**src/rtl/fdiv_ctrl.sv**
```systemverilog
// fdiv_ctrl: sequencer for an iterative floating-point divide datapath.
// Steps the datapath through load, ITER multiply pairs and a rounding step,
// then captures the quotient and pulses done.
module fdiv_ctrl #(
    parameter int ITER = 5
) (
    input  logic        clk,
    input  logic        reset,
    input  logic        start,
    input  logic        abort,
    input  logic [31:0] n_in,
    input  logic [31:0] d_in,
    input  logic [31:0] q_in,
    output logic [31:0] N,
    output logic [31:0] D,
    output logic [1:0]  c1,
    output logic [5:0]  op,
    output logic        rm,
    output logic        busy,
    output logic        done,
    output logic [31:0] q_out
);

    localparam logic [2:0] S_IDLE   = 3'd0;
    localparam logic [2:0] S_LOAD_A = 3'd1;
    localparam logic [2:0] S_LOAD_B = 3'd2;
    localparam logic [2:0] S_MUL_A  = 3'd3;
    localparam logic [2:0] S_MUL_B  = 3'd4;
    localparam logic [2:0] S_ROUND  = 3'd5;
    localparam logic [2:0] S_DONE   = 3'd6;

    localparam logic [3:0] ITER_LAST = 4'(ITER - 1);

    logic [2:0]  state_q, state_d;
    logic [3:0]  iter_q, iter_d;
    logic [31:0] n_q, n_d;
    logic [31:0] d_q, d_d;
    logic [31:0] qout_q, qout_d;
    logic        done_q, done_d;

    // Next-state, operand latch and quotient capture; abort overrides all.
    always_comb begin
        state_d = state_q;
        iter_d  = iter_q;
        n_d     = n_q;
        d_d     = d_q;
        qout_d  = qout_q;
        done_d  = 1'b0;
        case (state_q)
            S_IDLE: begin
                if (start) begin
                    state_d = S_LOAD_A;
                    n_d     = n_in;
                    d_d     = d_in;
                end
            end
            S_LOAD_A: state_d = S_LOAD_B;
            S_LOAD_B: begin
                state_d = S_MUL_A;
                iter_d  = 4'd0;
            end
            S_MUL_A:  state_d = S_MUL_B;
            S_MUL_B: begin
                // iter_q stays below ITER_LAST (<= 14) here, so +1 cannot wrap
                if (iter_q < ITER_LAST) begin
                    state_d = S_MUL_A;
                    iter_d  = iter_q + 4'd1;
                end else begin
                    state_d = S_ROUND;
                end
            end
            S_ROUND:  state_d = S_DONE;
            S_DONE: begin
                state_d = S_IDLE;
                qout_d  = q_in;
                done_d  = 1'b1;
            end
            default:  state_d = S_IDLE;
        endcase
        if (abort && (state_q != S_IDLE)) begin
            state_d = S_IDLE;
            iter_d  = iter_q;
            qout_d  = qout_q;
            done_d  = 1'b0;
        end
    end

    // State and datapath registers, cleared asynchronously.
    always_ff @(posedge clk or negedge reset) begin
        if (!reset) begin
            state_q <= S_IDLE;
            iter_q  <= 4'd0;
            n_q     <= 32'd0;
            d_q     <= 32'd0;
            qout_q  <= 32'd0;
            done_q  <= 1'b0;
        end else begin
            state_q <= state_d;
            iter_q  <= iter_d;
            n_q     <= n_d;
            d_q     <= d_d;
            qout_q  <= qout_d;
            done_q  <= done_d;
        end
    end

    // Datapath controls decoded purely from the state register.
    always_comb begin
        c1 = 2'b00;
        op = 6'b000000;
        rm = 1'b0;
        case (state_q)
            S_LOAD_A: op = 6'b010000;
            S_LOAD_B: begin c1 = 2'b01; op = 6'b001100; end
            S_MUL_A:  begin c1 = 2'b10; op = 6'b010001; end
            S_MUL_B:  begin c1 = 2'b11; op = 6'b001101; end
            S_ROUND:  begin op = 6'b100010; rm = 1'b1; end
            default:  ;
        endcase
    end

    assign busy  = (state_q != S_IDLE);
    assign done  = done_q;
    assign N     = n_q;
    assign D     = d_q;
    assign q_out = qout_q;

endmodule

```
**config.mk**
```make
export PLATFORM = sky130hd
export DESIGN_NAME = fdiv_ctrl
export DESIGN_NICKNAME = d
export VERILOG_FILES = /design/src/rtl/fdiv_ctrl.sv
export SDC_FILE = /design/constraint.sdc
export NUM_CORES = 1
export LEC_CHECK = 0
export BUFFER_PORTS_ARGS = -buffer_cell sky130_fd_sc_hd__buf_2
export CORE_MARGIN = 2
export CORE_UTILIZATION = 49
export DETAILED_ROUTE_END_ITERATION = 12
export GPL_ROUTABILITY_DRIVEN = 1
export PLACE_DENSITY = 0.85
export SETUP_SLACK_MARGIN = 0.15
export SYNTH_ARGS = -nofsm -noshare
export SYNTH_HDL_FRONTEND = slang
export SYNTH_SLANG_ARGS = --single-unit
export TNS_END_PERCENT = 100
```
**constraint.sdc**
```tcl
create_clock -name clk -period 3 [get_ports clk]
set_input_delay 0.15 -clock clk [delete_from_list [all_inputs] [get_ports clk]]
set_output_delay 0.15 -clock clk [all_outputs]
set_load 0.02 [all_outputs]
```
==> results of run 1 <==
## cell usage in the layout, fill, tap and decap left out
master / Yosys / routed
or3_4: 1 / 1
a21oi_1: 4 / 4
buf_12: 0 / 1
buf_2: 5 / 205
nand2_1: 2 / 2
a22o_1: 2 / 2
clkinv_2: 0 / 1
mux2_1: 49 / 49
and3_1: 1 / 1
a21o_1: 1 / 1
a41oi_1: 1 / 1
nor2_1: 3 / 3
mux2i_1: 2 / 2
dlygate4sd3_1: 0 / 24
o21ai_0: 4 / 4
clkinv_4: 0 / 2
clkinvlp_4: 0 / 1
buf_4: 4 / 4
or3_1: 1 / 1
nor3b_1: 1 / 1
nor2b_1: 2 / 2
or2_2: 2 / 2
o21bai_1: 1 / 1
dfrtp_1: 104 / 104
ha_1: 1 / 1
mux2_2: 47 / 47
nand2b_1: 2 / 2
clkbuf_1: 1 / 2
a21bo_2: 1 / 1
inv_1: 4 / 4
clkbuf_8: 0 / 10
o31ai_1: 2 / 2
and2_1: 1 / 1
nor2_4: 1 / 1
## worst paths after layout
check	to	slack (ps)	startpoint	depth (start not counted)
worst max-delay path	N[1]$_DFFE_PN0P_	1050	state_q[0]$_DFFE_PN0P_	4
worst min-delay path	N[15]$_DFFE_PN0P_	20	n_in[15]	2
worst max register to register	N[1]$_DFFE_PN0P_	1050	state_q[0]$_DFFE_PN0P_	4
worst min register to register	N[27]$_DFFE_PN0P_	490	N[27]$_DFFE_PN0P_	1
max in group asynchronous	state_q[1]$_DFFE_PN0P_	1910	reset	3
min in group asynchronous	q_out[8]$_DFFE_PN0P_	350	reset	2
## layer usage
layer / vias to the layer above / share of wire [%]
li1: 1360 / -
met1: 1413 / 37
met5: - / 0
met3: 23 / 6.3
met2: 111 / 54
met4: 0 / 2.7
## worst reg2reg max path, cell delays in order (launching register included)
cell and delay, ps:
dfrtp_1 510, or3_4 450, nor2_4 90, buf_4 390
mux2_2 400
## Yosys cell counts, drive strengths merged
library cell / instances / area (um2)
inv: 4 / 15.0
nand2: 2 / 7.51
a41oi: 1 / 8.76
a21oi: 4 / 20.0
buf: 15 / 141
a22o: 2 / 17.5
dfrtp: 104 / 2600
or3: 2 / 17.5
clkbuf: 2 / 8.75
nor2b: 2 / 12.5
o31ai: 2 / 15.0
o21bai: 1 / 7.51
a21o: 1 / 7.51
or2: 2 / 12.5
nor3b: 1 / 7.51
nor2: 4 / 22.5
a21bo: 1 / 10.0
nand2b: 2 / 12.5
mux2i: 2 / 20.0
o21ai: 4 / 20.0
and3: 1 / 6.26
and2: 1 / 6.26
ha: 1 / 12.5
mux2: 96 / 1080
## per-stage QoR
stage	utilization [%]	hold slack (ps)	instances	total power [W]	setup slack [ps]
4_1_cts	67.1	1.04	587	0.00576	1050
3_3_place_gp	63.0	212	555	0.00485	1110
5_1_grt	68.1	0.103	595	0.00606	989
3_5_place_dp	63.0	222	555	0.00497	1060
2_1_floorplan	-	-146	257	0.00409	1360
6_report	68.1	16.6	595	0.00571	1050
## layout make-up
class | instances | area (um2)
Tap cell | 105 | 131
Clock buffer | 12 | 145
Clock inverter | 4 | 30.0
Multi-Input combinational cell | 132 | 1330
Sequential cell | 104 | 2600
Inverter | 4 | 15.0
Timing Repair Buffer | 234 | 1320
Fill cell | 635 | 2610
## power by group through the flow
| stage | Combinational, W | Sequential, W | Clock (W) |
|---|---|---|---|
| floorplan | 0.000988 | 0.00310 | 0 |
| global placement | 0.00250 | 0.00235 | 0 |
| detailed placement | 0.00257 | 0.00240 | 0 |
| CTS | 0.00259 | 0.00237 | 0.000804 |
| global route | 0.00274 | 0.00245 | 0.000871 |
| finish | 0.00256 | 0.00237 | 0.000779 |
## state kept, by name, indices dropped and copies added, names as in the netlist
name,cells
iter_q,4
D,32
q_out,32
N,32
state_q,3
done,1
## kinds of logic after synthesis
logic type               Yosys count
flip-flops                       104
multiplexers                      98
buffers and inverters             21
AND/OR/NAND/NOR                   17
AO/OA/AOI/OAI                     16
adder cells (fa/ha/maj)            1
==> flow_metrics.env, run 1 <==
export IMPL_fin_crit_sh_pct=64.9
export IMPL_combPwrFrac_pct=44.9
export IMPL_finalSetupTns_ps=0
export IMPL_crit_path_end_kind="flop"
export IMPL_avgSynthCellArea_um2=15.9
export IMPL_cpMaxStageDelayCell="dfrtp_1"
export IMPL_first_iter_violations=48
export IMPL_syn_inst=257
export IMPL_use_met2_pct=36.1
export IMPL_hold_path_class="in -> reg"
export IMPL_synthesis_area_um2=4090
export IMPL_synth_mux_area_share_pct=26.9
export IMPL_clk_insertion_delay_late_ps=350
export IMPL_wl_mm=9.11
export IMPL_cp_required_ps=3240
export IMPL_crit_path_start_kind="flop"
export IMPL_drtPass1Iterations=4
export IMPL_synth_compound_area_share_pct=2.60
export IMPL_ant_nets=0
export IMPL_grt_max_degree=54
export IMPL_max_freq_mhz=514
export IMPL_cts_root_buf="clkbuf_8"
export IMPL_p_per_area_nw_per_um2=1030
export IMPL_port_buffers=206
export IMPL_yosysWarnings=0
export IMPL_seq_area_frac_synth_pct=63.6
export IMPL_p_switching_w=0.00229
export IMPL_grt_use_met3_pct=4.51
export IMPL_path_buf_inv=1
export IMPL_grt_pass1_vias=2842
export IMPL_p_seq_share_pct=41.5
export IMPL_p_sw_share_pct=40.2
export IMPL_max_slew_margin_pct=56.2
export IMPL_max_clock_path_buffers=2
export IMPL_vias_per_cell=4.89
export IMPL_hpwlAfterDp_mm=6.68
export IMPL_syn_to_final_growth_pct=36.0
export IMPL_path_cells="or3_4 > nor2_4 > buf_4 > mux2_2"
export IMPL_core_area_um2=8180
export IMPL_cts_tree="done"
export IMPL_ioPinCount=207
export IMPL_internal_power_w=0.00341
export IMPL_layout_drive_gt1_share_pct=56.3
export IMPL_max_stage_delay_ps=510
export IMPL_worstMarginPinSlew_ps=657
export IMPL_clock_skew_ps=12.7
export IMPL_peakVddDrop_v=0.000617
export IMPL_postPlaceCellArea_um2=5150
export IMPL_cts_resized=0
export IMPL_htreeDepth=3
export IMPL_path_class="reg -> reg"
export IMPL_rsz0062_at_grt="no"
export IMPL_clkPwrFrac_pct=13.6
export IMPL_place_congestion=0.759
export IMPL_insertedDiodeCount=0
export IMPL_arrival_ps=2180
export IMPL_p_leak_nw=2.89
export IMPL_ctsHoldBuffers=16
export IMPL_yosys_area_share_simple_pct=2.57
export IMPL_vias=2907
export IMPL_hold_violations=0
export IMPL_clk_pin_slew_worst_paths_ps=100
export IMPL_synth_distinct_cells=31
export IMPL_drc=0
export IMPL_gr_usage_met1_pct=21.3
export IMPL_fin_area_um2=5570
export IMPL_cts_setup_buffers=0
export IMPL_grt_overflow=0
export IMPL_setup_viol=0
export IMPL_grt_use_total_pct=19.7
export IMPL_die_h_um=95.4
export IMPL_synth_xor_area_share_pct=0
export IMPL_cts_sinks=104
export IMPL_cap_violations=0
export IMPL_synth_top_family_by_area="multiplexers"
export IMPL_die_w_um=95.4
export IMPL_numCtsBuffers=9
export IMPL_syn_nets=358
export IMPL_grt_busiest_layer="met2"
export IMPL_die_area_um2=9100
export IMPL_synth_seq_cells=104
export IMPL_nets=586
export IMPL_yosys_area_share_adder_pct=0.306
export IMPL_critPathTopFamily="simple AND/OR/NAND/NOR gates"
export IMPL_wl_per_cell_um=15.3
export IMPL_row_count=33
export IMPL_cp_max_fo=35
export IMPL_slew_viol_final=0
export IMPL_fin_crit_ps=1950
export IMPL_initial_core_util_pct=50.1
export IMPL_grt_pass1_wl_mm=13.5
export IMPL_antenna_found_initial=0
export IMPL_status="completed"
Note: power is estimated with default switching activity, not from simulation.
==> run 2, diff against run 1 <==
--- a/config.mk
+++ b/config.mk
@@ -7,10 +7,10 @@
 export LEC_CHECK = 0
 export BUFFER_PORTS_ARGS = -buffer_cell sky130_fd_sc_hd__buf_2
 export CORE_MARGIN = 2
-export CORE_UTILIZATION = 49
+export CORE_UTILIZATION = 45
 export DETAILED_ROUTE_END_ITERATION = 12
 export GPL_ROUTABILITY_DRIVEN = 1
-export PLACE_DENSITY = 0.85
+export PLACE_DENSITY = 0.79
 export SETUP_SLACK_MARGIN = 0.15
 export SYNTH_ARGS = -nofsm -noshare
 export SYNTH_HDL_FRONTEND = slang
==> constraint.sdc (replaced) <==
create_clock -name clk -period 1.96 [get_ports clk]
set_input_delay 0.098 -clock clk [delete_from_list [all_inputs] [get_ports clk]]
set_output_delay 0.098 -clock clk [all_outputs]
set_load 0.02 [all_outputs]
==> run 2 against run 1 <==
Compared with the run above: via count grew 14%; largest power group unchanged; non-clock buffer count up 79; utilization rose by 5.2 points; hold slack better by 210 ps; fmax grew 13%.
==> flow_metrics.env, run 2 (synthesized netlist as in run 1, its figures left out) <==
export IMPL_status="completed"
export IMPL_fin_crit_sh_pct=87.5
export IMPL_grt_pass1_wl_mm=17.6
export IMPL_antenna_found_initial=0
export IMPL_htreeDepth=3
export IMPL_wl_mm=11.1
export IMPL_ant_nets=0
export IMPL_grt_pass1_vias=3549
export IMPL_numCtsBuffers=9
export IMPL_crit_path_start_kind="flop"
export IMPL_final_common_cell="buf_2"
export IMPL_syn_to_final_growth_pct=56.9
export IMPL_layout_drive_gt1_share_pct=50.1
export IMPL_hold_violations=0
export IMPL_final_cell_mix="buf_2 (205), dfrtp_1 (104), dlygate4sd3_1 (98)"
export IMPL_hpwlAfterDp_mm=6.66
export IMPL_fin_crit_ps=1720
export IMPL_cts_root_buf="clkbuf_8"
export IMPL_cpMaxStageDelayCell="dfrtp_1"
export IMPL_rsz0062_at_grt="no"
export IMPL_clk_pin_slew_worst_paths_ps=100
export IMPL_vias_per_cell=4.88
export IMPL_path_cells="buf_4 > nor2_1 > and3_2 > buf_12 > mux2_2"
export IMPL_max_clock_path_buffers=2
export IMPL_peakVddDrop_v=0.000734
export IMPL_clk_insertion_delay_late_ps=360
export IMPL_grt_max_degree=46
export IMPL_slew_viol_final=0
export IMPL_max_stage_delay_ps=390
export IMPL_p_per_area_nw_per_um2=1440
export IMPL_ioPinCount=207
export IMPL_grt_overflow=0
export IMPL_vias=3302
export IMPL_port_buffers=206
export IMPL_core_area_um2=8760
export IMPL_hold_path_class="in -> async"
export IMPL_die_area_um2=9870
export IMPL_grt_use_total_pct=22.7
export IMPL_cts_tree="done"
export IMPL_max_slew_margin_pct=69.3
export IMPL_place_congestion=0.755
export IMPL_wl_per_cell_um=16.4
export IMPL_cts_sinks=104
export IMPL_worstMarginPinSlew_ps=460
export IMPL_cp_max_fo=25
export IMPL_insertedDiodeCount=0
export IMPL_initial_core_util_pct=46.7
export IMPL_arrival_ps=1960
export IMPL_p_leak_nw=3.25
export IMPL_max_freq_mhz=583
export IMPL_design_power_total_w=0.00922
export IMPL_first_iter_violations=52
export IMPL_row_count=34
export IMPL_die_w_um=99.4
export IMPL_drtPass1Iterations=4
export IMPL_cap_violations=0
export IMPL_fin_ws_ps=244
export IMPL_die_h_um=99.4
export IMPL_cts_setup_buffers=0
export IMPL_crit_path_end_kind="flop"
export IMPL_cp_required_ps=2200
export IMPL_clock_skew_ps=14.0
export IMPL_pre_cts_ws_ps=299
export IMPL_nets=665
export IMPL_finalSetupTns_ps=0
export IMPL_path_class="reg -> reg"
export IMPL_drc=0
export IMPL_setup_viol=0
run 2: power by group:
part           switching, W  internal (W)
logic               0.00246       0.00179
registers          0.000501       0.00311
clock network      0.000750      0.000612
total               0.00371       0.00551
run 2: layer usage:
layer	part of all wire (%)	global-route usage, %	up-vias
li1	-	-	1511
met1	38	25.9	1601
met2	52	40.8	157
met3	7.1	6.18	33
met4	3.1	8.54	0
met5	0	0	-
run 2: area by class of cell:
| cell class | instances | area (um2) |
|---|---|---|
| clock buffers | 10 | 128 |
| clock inverters | 6 | 75.1 |
| fillers | 555 | 2340 |
| inverters | 4 | 15.0 |
| multi-input cells | 132 | 1330 |
| flip-flops and latches | 104 | 2600 |
| well taps | 108 | 135 |
| repair buffers | 313 | 2130 |
run 2: critical path: cells and delay by family, from the launching register on:
family	cells	cell delay, ps
flops	1	390
buf+inv	2	350
simple gates	2	470
mux	1	380
run 2: final timing paths:
| check | startpoint | endpoint | slack (ps) | cells after the start |
|---|---|---|---|---|
| min in group clk | start | state_q[0]$_DFFE_PN0P_ | 370 | 5 |
| min reg2reg | D[31]$_DFFE_PN0P_ | D[31]$_DFFE_PN0P_ | 490 | 1 |
| max reg2reg | state_q[0]$_DFFE_PN0P_ | q_out[30]$_DFFE_PN0P_ | 240 | 5 |
| max in group asynchronous | reset | state_q[2]$_DFFE_PN0P_ | 1010 | 3 |
| max | state_q[0]$_DFFE_PN0P_ | q_out[30]$_DFFE_PN0P_ | 240 | 5 |
| min | reset | q_out[20]$_DFFE_PN0P_ | 230 | 2 |
run 2: stage by stage:
stage               utilization (%)  area (um2)  hold WS, ps  cells
detailed placement             59.7        5230         87.7    563
floorplan                         -        4090         -198    257
finish                         73.3        6420          230    677
global route                   73.3        6420          248    677
CTS                            73.2        6410          239    677
global placement               59.7        5230         75.6    563
run 2: what timing repair did:
action,CTS,global route
endpoints found under the hold margin,131,0
hold buffers,98,0
endpoints found under the setup margin,0,2
resized for setup,0,2
